<file path="config.mk">
export PLATFORM = sky130hd
export DESIGN_NAME = bsg_comm_link_calib_seq
export DESIGN_NICKNAME = d
export VERILOG_FILES = /design/src/rtl/bsg_comm_link_calib_seq.sv
export SDC_FILE = /design/constraint.sdc
export NUM_CORES = 1
export LEC_CHECK = 0
export ABC_AREA = 1
export BUFFER_PORTS_ARGS = -buffer_cell sky130_fd_sc_hd__buf_2
export CAP_MARGIN = 20
export CORE_ASPECT_RATIO = 1.4
export CORE_MARGIN = 8
export CORE_UTILIZATION = 60
export CTS_CLUSTER_SIZE = 30
export DETAILED_ROUTE_END_ITERATION = 6
export GPL_ROUTABILITY_DRIVEN = 0
export HOLD_SLACK_MARGIN = 0.08
export PLACE_DENSITY_LB_ADDON = 0.25
export SYNTH_ARGS = -nofsm -noshare
export SYNTH_HDL_FRONTEND = slang
export SYNTH_SLANG_ARGS = --single-unit
</file>
<file path="constraint.sdc">
create_clock -name core_clk_i -period 2.63 [get_ports core_clk_i]
set_input_delay 0.526 -clock core_clk_i [delete_from_list [all_inputs] [get_ports core_clk_i]]
set_output_delay 0.526 -clock core_clk_i [all_outputs]
set_load 0.03 [all_outputs]
</file>
<file path="src/rtl/bsg_comm_link_calib_seq.sv">
// Comm-link calibration sequencer: holds the link in reset, then calibrates
// each channel in turn with bounded retries and a per-attempt timeout.
module bsg_comm_link_calib_seq #(
    parameter int unsigned num_channels_p   = 4,
    parameter int unsigned reset_cycles_p   = 16,
    parameter int unsigned timeout_cycles_p = 1024,
    parameter int unsigned max_retries_p    = 3
) (
    input  logic                      core_clk_i,
    input  logic                      async_reset_n_i,
    input  logic                      start_i,
    output logic [num_channels_p-1:0] ch_calib_v_o,
    input  logic [num_channels_p-1:0] ch_calib_done_i,
    input  logic [num_channels_p-1:0] ch_calib_fail_i,
    output logic                      link_reset_o,
    output logic                      busy_o,
    output logic                      calib_done_o,
    output logic                      calib_error_o,
    output logic [num_channels_p-1:0] good_channels_o
);

    localparam int unsigned idx_w_lp   = (num_channels_p > 1) ? $clog2(num_channels_p) : 1;
    localparam int unsigned hold_w_lp  = (reset_cycles_p > 1) ? $clog2(reset_cycles_p) : 1;
    localparam int unsigned tmo_w_lp   = $clog2(timeout_cycles_p);
    localparam int unsigned retry_w_lp = (max_retries_p > 0) ? $clog2(max_retries_p + 1) : 1;

    localparam logic [idx_w_lp-1:0]   last_idx_lp  = idx_w_lp'(num_channels_p - 1);
    localparam logic [hold_w_lp-1:0]  hold_last_lp = hold_w_lp'(reset_cycles_p - 1);
    localparam logic [tmo_w_lp-1:0]   tmo_last_lp  = tmo_w_lp'(timeout_cycles_p - 1);
    localparam logic [retry_w_lp-1:0] max_retry_lp = retry_w_lp'(max_retries_p);

    typedef enum logic [2:0] {
        ST_IDLE,
        ST_HOLD,
        ST_GAP,
        ST_WAIT,
        ST_DONE,
        ST_ERROR
    } state_e;

    state_e                    state_q,    state_d;
    logic [idx_w_lp-1:0]       idx_q,      idx_d;
    logic [retry_w_lp-1:0]     retry_q,    retry_d;
    logic [hold_w_lp-1:0]      hold_cnt_q, hold_cnt_d;
    logic [tmo_w_lp-1:0]       tmo_cnt_q,  tmo_cnt_d;
    logic [num_channels_p-1:0] good_q,     good_d;

    logic sel_done;
    logic sel_fail;
    logic timeout;
    logic advance;

    // Only the currently selected channel's handshake is observed.
    assign sel_done = ch_calib_done_i[idx_q];
    assign sel_fail = ch_calib_fail_i[idx_q];
    assign timeout  = (tmo_cnt_q == tmo_last_lp);

    always_ff @(posedge core_clk_i or negedge async_reset_n_i) begin
        if (!async_reset_n_i) begin
            state_q    <= ST_IDLE;
            idx_q      <= '0;
            retry_q    <= '0;
            hold_cnt_q <= '0;
            tmo_cnt_q  <= '0;
            good_q     <= '0;
        end else begin
            state_q    <= state_d;
            idx_q      <= idx_d;
            retry_q    <= retry_d;
            hold_cnt_q <= hold_cnt_d;
            tmo_cnt_q  <= tmo_cnt_d;
            good_q     <= good_d;
        end
    end

    always_comb begin
        state_d    = state_q;
        idx_d      = idx_q;
        retry_d    = retry_q;
        hold_cnt_d = hold_cnt_q;
        tmo_cnt_d  = tmo_cnt_q;
        good_d     = good_q;
        advance    = 1'b0;

        case (state_q)
            ST_IDLE, ST_DONE, ST_ERROR: begin
                if (start_i) begin
                    state_d    = ST_HOLD;
                    good_d     = '0;
                    idx_d      = '0;
                    retry_d    = '0;
                    hold_cnt_d = '0;
                end
            end
            ST_HOLD: begin
                if (hold_cnt_q == hold_last_lp) begin
                    state_d = ST_GAP;
                    idx_d   = '0;
                end else begin
                    hold_cnt_d = hold_cnt_q + hold_w_lp'(1);
                end
            end
            ST_GAP: begin
                tmo_cnt_d = '0;
                state_d   = ST_WAIT;
            end
            ST_WAIT: begin
                // Done wins over a simultaneous fail or an expiring timeout.
                if (sel_done) begin
                    good_d[idx_q] = 1'b1;
                    retry_d       = '0;
                    advance       = 1'b1;
                end else if (sel_fail || timeout) begin
                    if (retry_q < max_retry_lp) begin
                        retry_d = retry_q + retry_w_lp'(1);
                        state_d = ST_GAP;
                    end else begin
                        retry_d = '0;
                        advance = 1'b1;
                    end
                end else begin
                    tmo_cnt_d = tmo_cnt_q + tmo_w_lp'(1);
                end

                if (advance) begin
                    if (idx_q == last_idx_lp) begin
                        state_d = (good_d != '0) ? ST_DONE : ST_ERROR;
                    end else begin
                        idx_d   = idx_q + idx_w_lp'(1);
                        state_d = ST_GAP;
                    end
                end
            end
            default: begin
                state_d = ST_IDLE;
            end
        endcase
    end

    always_comb begin
        ch_calib_v_o    = '0;
        link_reset_o    = 1'b0;
        busy_o          = 1'b0;
        calib_done_o    = 1'b0;
        calib_error_o   = 1'b0;
        good_channels_o = good_q;

        case (state_q)
            ST_HOLD: begin
                link_reset_o = 1'b1;
                busy_o       = 1'b1;
            end
            ST_GAP: begin
                busy_o = 1'b1;
            end
            ST_WAIT: begin
                busy_o       = 1'b1;
                ch_calib_v_o = num_channels_p'(1) << idx_q;
            end
            ST_DONE: begin
                calib_done_o = 1'b1;
            end
            ST_ERROR: begin
                calib_error_o = 1'b1;
            end
            default: begin
                busy_o = 1'b0;
            end
        endcase
    end

endmodule
</file>
-- Word-level counts from Yosys, hierarchy flattened
Cells that the tools add are included.
- bits in registers: 25
- input bits: 11
- word-level logic and storage cells: 92
- output and inout bits: 12
- muxes and demuxes: 42
- equal/unequal tests: 19
- shifts and indexed selects: 1
- $add $sub $neg: 4
- bitwise logic cells: 1
- $lt $le $gt $ge: 3
- reduce and logical (&&, ||, !) cells: 16
- operators by type and width (kind ; count):
    $mux 3 ; 7
    $mux 10 ; 2
    $mux 4 ; 5
    $pmux 10 s2 ; 1
    $pmux 4 s2 ; 2
    $mux 2 ; 7
    $ne 2x2->1 const B ; 7
    $mux 1 ; 12
    $ne 3x3->1 const B ; 4
    $pmux 3 s4 ; 1
    $add 10x1->10 const B ; 1
    $eq 10x10->1 const B ; 1
    $reduce_and 5->1 ; 2
    $reduce_and 3->1 ; 3
    $eq 3x2->1 const B ; 2
    $eq 3x3->1 const B ; 2
    $pmux 2 s3 ; 1
    $reduce_bool 2->1 ; 3
    $reduce_or 3->1 ; 2
    $add 2x1->2 const B ; 2
    $add 4x1->4 const B ; 1
    $bmux 1 s2 ; 2
    $eq 4x4->1 const B ; 1
    $or 4x4->4 ; 1
    14 further kinds ; 14

-- Depth between registers and ports, before layout
Gate-level depths: netlist of the first run.
- depth in word-level cells: 12
- depth in mapped cells: 12

-- Worst setup path before layout of the first run
Ideal clock, no wire load.
- path type: register -> output
- from: register state_q[0]
- to: output ch_calib_v_o[0]
- arrival: 1411 ps
- stages on the path, launching flop included: 6
- slack: 693 ps
- buffers on the path: 1
- path through: dfrtp_1 > nand2_1 > nor2_4 > inv_2 > clkbuf_1 > nor2_1
- longest elaborated chain between the ends: 2
- ends and longest elaborated chain (what ; line ; text):
    from (decl) ; 41 ; state_e state_q, state_d;
    from (signal assigned) ; 67 ; state_q <= state_d;
    $eq 3x2->1 ; 148 ; case (state_q)
    $mux 4 ; 148 ;
    to (decl) ; 12 ; output logic [num_channels_p-1:0] ch_calib_v_o,
Every way passes these cells.

-- Final worst setup path of the first run
- from: register state_q[0]
- to: output ch_calib_v_o[3]
The elaborated chain is that of the path after synthesis.

==> impl_metrics.py, run 1 <==
metrics = {
    "sta": {
        "relSlewSlack_pct": 61.91,
        "tightest_slew_ps": 571.4,
        "rsz0062_at_grt": "no",
        "finalSetupTns_ps": 0,
        "clock_skew_ps": 8.468,
        "finalWorstPathRequiredPeriod_ps": 2170,
        "timing.hold.ws_ps": 176.7,
        "final_critical_path_setup_slack_ps": 459.8,
        "final_max_tran_viols": 0,
        "clock.fmax_mhz": 460.8,
        "hold_viol": 0,
        "min_period_over_period_pct": 82.52,
        "finalSetupViolCount": 0,
    },
    "critical_path": {
        "setup.worst_path.end_class": "output port",
        "cp_data_required_time_ps": 2100,
        "path_max_fanout": 14,
        "timing.critical_path.arrival_ps": 1640,
        "crit_path_start_kind": "flip-flop",
        "criticalPathCategory": "flip-flop to output port",
    },
    "layout": {
        "layout_cells_sized_above_1_pct": 17.08,
        "finish.utilization_pct": 69.01,
        "antenna_cells_inserted": 0,
        "post-route-cell-area_um2": 1767,
        "final_common_cell": "nand2_1",
        "most_frequent_cells_in_the_layout": "nand2_1, inv_1, dfrtp_1",
        "stdcell_count": 276,
        "final_net_count": 259,
        "area_delta_synth_final_pct": 11.27,
    },
    "global_route": {
        "number_of_global_route_vias_before_repair": 1462,
        "grt_first_pass_wirelength_um": 6120,
        "gr-total-overflow": 0,
        "grt_max_degree": 26,
        "grtUsageTotal_pct": 16.24,
        "number_of_antenna_violations_at_the_first_check_in_global_routing": 0,
    },
    "cts": {
        "clock_latency_ps": 320,
        "cts-buffers-inserted": 3,
        "cts_hold_repair.buffers": 0,
        "clock_sinks": 25,
        "cts_max_level": 1,
        "cts.repair_timing.setup_buffer_count": 0,
        "cts_root_buffer": "clkbuf_4",
        "maximum_number_of_buffers_from_clock_root_to_sink": 2,
        "cts_tree": "built",
        "post_cts_resized": 0,
        "clkTransAtPathRegs_ps": 140,
    },
    "placed_design": {
        "placed_cell_area_um2": 1739,
        "placement.setup.worst_slack_ps": 831.0,
        "numPlacedInstances": 272,
        "count_of_port_buffers_added_during_placement": 22,
        "place_hpwl_um": 2775,
    },
    "floorplan": {
        "core-area_um2": 2560,
        "die_ar_um2": 4572,
        "floorplan.io_pins": 23,
        "fp-row-count": 22,
        "die-height_um": 76.87,
        "initial_core_utilization_pct": 62.02,
        "floorplan.die.width_um": 59.48,
    },
    "logic_synthesis": {
        "yosysWarnings": 0,
        "syn-cell-area_um2": 1588,
        "yosys_register_bits": 25,
        "ys_seq_area_share_pct": 39.40,
        "gate_count_of_the_mapped_netlist": 215,
        "avgSynthCellArea_um2": 7.385,
        "yosys.cell_types.count": 27,
        "synth_nets": 233,
    },
    "power": {
        "leakage_nw": 0.8715,
        "p_sw_uw": 743.6,
        "pwr_density_cell_nw_per_um2": 846.3,
        "total_power_mw": 1.495,
        "internal_power_uw": 751.5,
        "seq_power_share_pct": 36.8,
        "switching_share_pct": 49.74,
        "share_clk_of_total_power_pct": 11.5,
        "share_comb_of_total_power_pct": 51.7,
        "peakVddDrop_uv": 639.0,
    },
    "detailed_routing": {
        "remaining_drc_errors": 0,
        "postRouteAntennaNets": 0,
        "detail_route.first_pass.iterations": 4,
        "wl_per_cell_um": 12.92,
        "via_count": 1481,
        "viasPerCell": 5.366,
        "first_iter_violations": 46,
        "wl_um": 3567,
    },
    "hold_path": {
        "hp-class": "input port to async pin",
    },
    "flow_run": {
        "max_cap_viol_count": 0,
    },
    "status": {
        "run_status": "complete, no violations",
    },
}
critical path: stages, from the launching register on:
cell	delay, ps
dfrtp_1	470
nand2_1	140
nor2_4	210
inv_2	170
nor2_4	130
buf_2	210
sequential cells by signal (all words and copies together), names as in the netlist:
register	flops
good_channels_o	4
hold_cnt_q	4
idx_q	2
retry_q	2
tmo_cnt_q	10
state_q	3
worst paths after layout:
check                      slack, ps       startpoint  cells after the start              end
max                              460       state_q[0]                      5  ch_calib_v_o[3]
min                              180  async_reset_n_i                      1     tmo_cnt_q[2]
max reg2reg                      800     tmo_cnt_q[0]                     10     tmo_cnt_q[7]
min reg2reg                      530    hold_cnt_q[1]                      2    hold_cnt_q[1]
max in group asynchronous       2070  async_reset_n_i                      1     tmo_cnt_q[4]
min in group core_clk_i          530    hold_cnt_q[1]                      2    hold_cnt_q[1]
final cells by class:
type	count	area, um2
clock buffers	3	22.52
inverters	30	112.6
well taps	36	45.04
clock inverters	1	5.005
multi-input cells	159	845.8
repair buffers	22	110.1
fillers	228	793.3
flip-flops and latches	25	625.6
metal layers:
metal  share of wire [%]  GRT usage (%)  vias up
met3                 3.0          1.669        5
met4                 1.2          5.288        0
met2                  52          28.74       33
met5                   0              0        -
met1                  43          19.24      691
li1                    -              -      752
power groups by stage:
stage                     clock, mW  combinational [mW]  sequential (mW)
after global placement            0               0.763            0.556
after detailed placement          0               0.771            0.558
after CTS                     0.179               0.775            0.550
final                         0.172               0.773            0.550
after global routing          0.193               0.862            0.565
after floorplan                   0               0.568            0.562
cell families (layout without fill, tap and decap cells):
family	after synthesis	in the layout	synth area share (%)
simple gates	111	111	33.02
compound gates	38	38	13.08
buf+inv	31	56	7.329
flops	25	25	39.40
fa+ha+maj	7	7	5.516
xor+xnor	3	3	1.655
cells in the mapped netlist (all sizes together):
master / n / share of area [%]
clkbuf: 1 / 0.24
o22ai: 1 / 0.39
or2: 2 / 0.79
o21ai: 18 / 5.7
dfrtp: 25 / 39
nand3b: 1 / 0.47
o31ai: 3 / 1.4
nand3: 18 / 6.3
nand4: 4 / 1.6
a21oi: 13 / 4.1
ha: 7 / 5.5
a31oi: 1 / 0.39
nor2: 21 / 6.5
nor3: 7 / 2.8
a32o: 1 / 0.63
inv: 30 / 7.1
nand2: 56 / 14
or3: 2 / 0.79
o21a: 1 / 0.47
xor2: 3 / 1.7
Power figures use the tool's default switching activity.
==> inputs of run 2 (changes only) <==
--- a/config.mk
+++ b/config.mk
@@ -5,12 +5,12 @@
 export SDC_FILE = /design/constraint.sdc
 export NUM_CORES = 1
 export LEC_CHECK = 0
-export ABC_AREA = 1
+export ABC_AREA = 0
 export BUFFER_PORTS_ARGS = -buffer_cell sky130_fd_sc_hd__buf_2
 export CAP_MARGIN = 20
 export CORE_ASPECT_RATIO = 1.4
 export CORE_MARGIN = 8
-export CORE_UTILIZATION = 60
+export CORE_UTILIZATION = 55
 export CTS_CLUSTER_SIZE = 30
 export DETAILED_ROUTE_END_ITERATION = 6
 export GPL_ROUTABILITY_DRIVEN = 0
==> constraint.sdc (replaced) <==
create_clock -name core_clk_i -period 2.2 [get_ports core_clk_i]
set_input_delay 0.44 -clock core_clk_i [delete_from_list [all_inputs] [get_ports core_clk_i]]
set_output_delay 0.44 -clock core_clk_i [all_outputs]
set_load 0.03 [all_outputs]
==> run 2 against run 1 <==
  * Area after synthesis down 7.0%
  * First-iteration DRC count decreased by 11%
  * Synthesized cell count decreased by 27%
  * Routed wire length shrank 5.0%
  * Largest power group unchanged
==> impl_metrics.py, run 2 <==
metrics = {
    "status": {
        "run_status": "complete, no violations",
    },
    "critical_path": {
        "timing.critical_path.arrival_ps": 1630,
        "crit_path_start_kind": "flip-flop",
        "path_max_fanout": 14,
        "slowest_stage": "dfrtp_1",
        "timing.critical_path.max_delay_family": "flip-flops",
        "cp_num_buf_inv": 1,
        "criticalPathCategory": "flip-flop to output port",
        "worst_path_largest_cell_delay_ps": 600,
        "setup.worst_path.end_class": "output port",
        "crit_path_cell_trace": "nand2b_1 > nor2_1 > buf_2",
        "cp_data_required_time_ps": 1760,
    },
    "detailed_routing": {
        "viasPerCell": 6.009,
        "wl_um": 3388,
        "postRouteAntennaNets": 0,
        "detail_route.first_pass.iterations": 5,
        "via_count": 1280,
        "first_iter_violations": 41,
        "wl_per_cell_um": 15.91,
        "remaining_drc_errors": 0,
    },
    "logic_synthesis": {
        "post_synth_edffs": 0,
        "yosysMostFrequentCell": "dfrtp_1",
        "yosys_register_bits": 25,
        "synth_top_flop_cell": "dfrtp_1",
        "ys_seq_area_share_pct": 42.37,
        "yosysWarnings": 0,
        "synth_nets": 174,
        "avgSynthCellArea_um2": 9.464,
        "postSynth.asyncResetShare_pct": 100.0,
        "synth_top_area_share_pct": 42.37,
        "yosys.cell_types.count": 39,
        "syn-cell-area_um2": 1476,
        "synthTopCellsByArea": "dfrtp_1, ha_1, nor2_1",
        "netlist.top_cell.by_area": "dfrtp_1",
        "gate_count_of_the_mapped_netlist": 156,
        "synthTopCellsByCount": "dfrtp_1, nor2_1, nand2_1",
    },
    "floorplan": {
        "core-area_um2": 2587,
        "die_ar_um2": 4622,
        "fp-row-count": 22,
        "floorplan.io_pins": 23,
        "floorplan.die.width_um": 59.79,
        "initial_core_utilization_pct": 57.06,
        "die-height_um": 77.31,
    },
    "cts": {
        "maximum_number_of_buffers_from_clock_root_to_sink": 2,
        "cts_root_buffer": "clkbuf_4",
        "cts_max_level": 1,
        "clock_sinks": 25,
        "cts_tree": "built",
        "clock_latency_ps": 320,
        "cts.repair_timing.setup_buffer_count": 0,
        "clkTransAtPathRegs_ps": 130,
        "cts-buffers-inserted": 3,
    },
    "sta": {
        "hold_viol": 0,
        "clock.fmax_mhz": 482.4,
        "clock_skew_ps": 2.297,
        "final_max_tran_viols": 0,
        "finalWorstPathRequiredPeriod_ps": 2073,
        "relSlewSlack_pct": 63.77,
        "finalSetupViolCount": 0,
        "min_period_over_period_pct": 94.22,
        "tightest_slew_ps": 543.5,
        "finalSetupTns_ps": 0,
        "rsz0062_at_grt": "no",
    },
    "layout": {
        "final_common_cell": "dfrtp_1",
        "largest-register": "tmo_cnt_q",
        "layout_cells_sized_above_1_pct": 18.64,
        "largest_register_ffs": 10,
        "area_delta_synth_final_pct": 11.69,
        "layout.filler_cells": 232,
        "antenna_cells_inserted": 0,
        "final_net_count": 196,
        "post-route-cell-area_um2": 1649,
        "finish.utilization_pct": 63.73,
        "most_frequent_cells_in_the_layout": "dfrtp_1, buf_2, nor2_1",
        "multiInputGateArea_um2": 815.8,
        "layout.area.seq_um2": 625.6,
    },
    "placed_design": {
        "count_of_port_buffers_added_during_placement": 22,
        "placed_cell_area_um2": 1620,
        "place_hpwl_um": 2562,
    },
    "global_route": {
        "number_of_global_route_vias_before_repair": 1349,
        "number_of_antenna_violations_at_the_first_check_in_global_routing": 0,
        "gr-total-overflow": 0,
        "grt_first_pass_wirelength_um": 5664,
        "grtUsageTotal_pct": 15.57,
        "grt_max_degree": 26,
    },
    "hold_path": {
        "hp-class": "input port to async pin",
    },
    "flow_run": {
        "max_cap_viol_count": 0,
    },
    "power": {
        "peakVddDrop_uv": 905.9,
        "pwr_density_cell_nw_per_um2": 1136,
        "leakage_nw": 0.8012,
        "total_power_mw": 1.873,
    },
}
==> run 2: cell count changes after synthesis, sizes merged, moves of 6 or more <==
cell,previous run,this run
nand3,18,7
nand2,56,15
and3,0,9
o21ai,18,8
inv,30,3
clkbuf,1,7
==> run 2: repair_timing <==
item / CTS / global route
gates resized for setup: 0 / 1
setup endpoints to repair: 0 / 1
hold buffers: 0 / 0
==> run 2: logic make-up after synthesis <==
family	count (synthesis)	share of synthesized area, %
adders and majority gates	7	5.932
and+or+nand+nor	73	26.10
AOI/OAI and AO/OA	31	14.92
DFF	25	42.37
xor gates and xnor gates	4	2.373
buffers and inverters	10	2.543
muxes	6	5.763
==> run 2: area by class of cell <==
cell class / instances / share of cell area (%)
multi-input cells: 121 / 49.47
flip-flops and latches: 25 / 37.94
repair buffers: 24 / 7.587
well taps: 36 / 2.731
clock buffers: 4 / 1.593
inverters: 3 / 0.6829
==> run 2: per-layer routing <==
metal / part of all wire [%] / GRT usage, % / wire length, um / up-vias
met5: 0 / 0 / 0 / -
met1: 41 / 15.97 / 1401 / 632
met3: 3.6 / 4.341 / 121 / 6
li1: - / - / - / 610
met2: 53 / 27.19 / 1805 / 32
met4: 1.7 / 8.153 / 59 / 0
==> run 2: worst paths after layout <==
path | from | to | slack, ps | cells after the start
max in group asynchronous | async_reset_n_i | good_channels_o[1] | 1760 | 1
worst min-delay path | async_reset_n_i | tmo_cnt_q[4] | 80 | 1
worst max register to register | idx_q[0] | tmo_cnt_q[9] | 180 | 5
worst max-delay path | state_q[0] | link_reset_o | 130 | 3
worst min register to register | retry_q[1] | retry_q[1] | 520 | 1
min in group core_clk_i | start_i | state_q[0] | 490 | 4
==> run 2: stage by stage <==
step / hold slack, ps / setup WS [ps] / cells
6_report: 77.18 / 127.2 / 213
5_1_grt: 107.3 / 0.8007 / 213
4_1_cts: 97.12 / 56.71 / 213
3_5_place_dp: 461.6 / 186.3 / 209
3_3_place_gp: 460.0 / 229.5 / 209
2_1_floorplan: 144.4 / 300.7 / 156
==> run 2: power breakdown <==
| part | switching, mW | total, mW | internal (mW) |
|---|---|---|---|
| logic | 0.581 | 0.930 | 0.349 |
| clock network | 0.136 | 0.208 | 0.0711 |
| registers | 0.155 | 0.736 | 0.581 |
| total | 0.873 | 1.87 | 1.00 |
==> inputs of run 3 (changes only) <==
--- a/config.mk
+++ b/config.mk
@@ -15,7 +15,7 @@
 export DETAILED_ROUTE_END_ITERATION = 6
 export GPL_ROUTABILITY_DRIVEN = 0
 export HOLD_SLACK_MARGIN = 0.08
-export PLACE_DENSITY_LB_ADDON = 0.25
+export PLACE_DENSITY = 0.76
 export SYNTH_ARGS = -nofsm -noshare
 export SYNTH_HDL_FRONTEND = slang
 export SYNTH_SLANG_ARGS = --single-unit
==> run 3 against run 2 <==
  * Clock skew up 4.7 ps
  * Clock power down 4%
  * Fmax rose by 0.51%
  * Sequential cell count did not move
  * Critical endpoint is now tmo_cnt_q[8]
  * Sequential power down 1%
  * Highest routed layer unchanged
  * Largest power group unchanged
==> impl_metrics.py, run 3 (same netlist as run 2, synthesis figures left out) <==
metrics = {
    "floorplan": {
        "die-height_um": 77.31,
        "floorplan.io_pins": 23,
        "fp-row-count": 22,
        "core-area_um2": 2587,
        "die_ar_um2": 4622,
        "floorplan.die.width_um": 59.79,
        "initial_core_utilization_pct": 57.06,
    },
    "status": {
        "run_status": "complete, no violations",
    },
    "sta": {
        "rsz0062_at_grt": "no",
        "finalSetupTns_ps": 0,
        "tightest_slew_ps": 565.1,
        "clock.fmax_mhz": 484.9,
        "clock_skew_ps": 6.957,
        "finalWorstPathRequiredPeriod_ps": 2062,
        "final_critical_path_setup_slack_ps": 137.6,
        "min_period_over_period_pct": 93.74,
        "relSlewSlack_pct": 62.33,
        "timing.hold.ws_ps": 103.8,
        "final_max_tran_viols": 0,
        "hold_viol": 0,
        "finalSetupViolCount": 0,
    },
    "critical_path": {
        "timing.critical_path.arrival_ps": 2320,
        "criticalPathCategory": "flip-flop to flip-flop",
        "setup.worst_path.end_class": "flip-flop",
        "critical_path.startpoint": "idx_q[0]",
        "crit_path_start_kind": "flip-flop",
        "cp_data_required_time_ps": 2460,
        "path_max_fanout": 7,
        "crit-reg2reg-launch": "idx_q[0]",
    },
    "detailed_routing": {
        "detail_route.first_pass.iterations": 4,
        "wl_per_cell_um": 14.82,
        "postRouteAntennaNets": 0,
        "viasPerCell": 5.850,
        "wl_um": 3157,
        "first_iter_violations": 38,
        "remaining_drc_errors": 0,
        "via_count": 1246,
    },
    "cts": {
        "clkTransAtPathRegs_ps": 130,
        "cts-buffers-inserted": 3,
        "cts_tree": "built",
        "clock_latency_ps": 310,
        "cts_root_buffer": "clkbuf_4",
        "cts.repair_timing.setup_buffer_count": 0,
        "cts_hold_repair.buffers": 0,
        "post_cts_resized": 0,
        "maximum_number_of_buffers_from_clock_root_to_sink": 2,
        "cts_max_level": 1,
        "clock_sinks": 25,
    },
    "layout": {
        "antenna_cells_inserted": 0,
        "largest-register": "tmo_cnt_q",
        "area_delta_synth_final_pct": 11.78,
        "final_common_cell": "dfrtp_1",
        "most_frequent_cells_in_the_layout": "dfrtp_1, buf_2, nor2_1",
        "final_net_count": 196,
        "post-route-cell-area_um2": 1650,
        "layout_cells_sized_above_1_pct": 19.21,
        "largest_register_ffs": 10,
    },
    "power": {
        "peakVddDrop_uv": 748.6,
        "leakage_nw": 0.8004,
        "pwr_density_cell_nw_per_um2": 1121,
    },
    "global_route": {
        "grtUsageTotal_pct": 15.23,
        "global_route.peak_usage_layer": "met2",
        "grt_util_met3_pct": 4.174,
        "number_of_global_route_vias_before_repair": 1351,
        "gr-usage-met2_pct": 27.30,
        "grt_first_pass_wirelength_um": 5651,
        "met1_usage_pct": 15.35,
        "gr-total-overflow": 0,
        "grt_max_degree": 26,
        "number_of_antenna_violations_at_the_first_check_in_global_routing": 0,
    },
    "placed_design": {
        "count_of_port_buffers_added_during_placement": 22,
        "placement.setup.worst_slack_ps": 155.9,
        "place_hpwl_um": 2480,
        "placed_cell_area_um2": 1620,
    },
    "hold_path": {
        "hp-class": "input port to async pin",
    },
    "flow_run": {
        "max_cap_viol_count": 0,
    },
}
## run 3: cell count changes in the layout (fill, tap and decap cells not counted)
| cell | delta |
|---|---|
| dfrtp_1 | -1 |
| dfrtp_2 | +1 |
## run 3: layer usage
metal,vias up,share of wire (%)
met2,35,55
met3,8,5.1
met4,0,2.3
met1,596,37
li1,607,-
met5,-,0
## run 3: critical path: stages, from the launching register on
cell and delay (ps):
dfrtp_1 490, mux4_2 560, a41oi_4 280, nand2_2 120
or4_1 480, nand2_1 80
## run 3: worst paths after layout
kind | end | slack, ps | depth (start not counted)
max in group asynchronous | state_q[0] | 1690 | 1
max reg2reg | tmo_cnt_q[8] | 140 | 5
min in group core_clk_i | state_q[0] | 500 | 4
max | tmo_cnt_q[8] | 140 | 5
min reg2reg | tmo_cnt_q[4] | 520 | 1
min | retry_q[0] | 100 | 1
## run 3: area by class of cell
type,instances,area (um2)
Fill cell,240,937.1
Multi-Input combinational cell,121,815.8
Sequential cell,25,626.9
Timing Repair Buffer,24,125.1
Tap cell,36,45.04
Clock buffer,4,26.28
Inverter,3,11.26
## run 3: through the flow
stage | std cells | power (mW) | utilization [%]
after floorplan | 156 | 1.411 | -
after global placement | 209 | 1.625 | 62.62
after detailed placement | 209 | 1.658 | 62.62
after CTS | 213 | 1.862 | 63.64
after global routing | 213 | 1.999 | 63.78
final | 213 | 1.851 | 63.78
## run 3: power by group
group	internal, mW	switching (mW)
clock network	0.0707	0.128
registers	0.583	0.146
logic	0.346	0.577
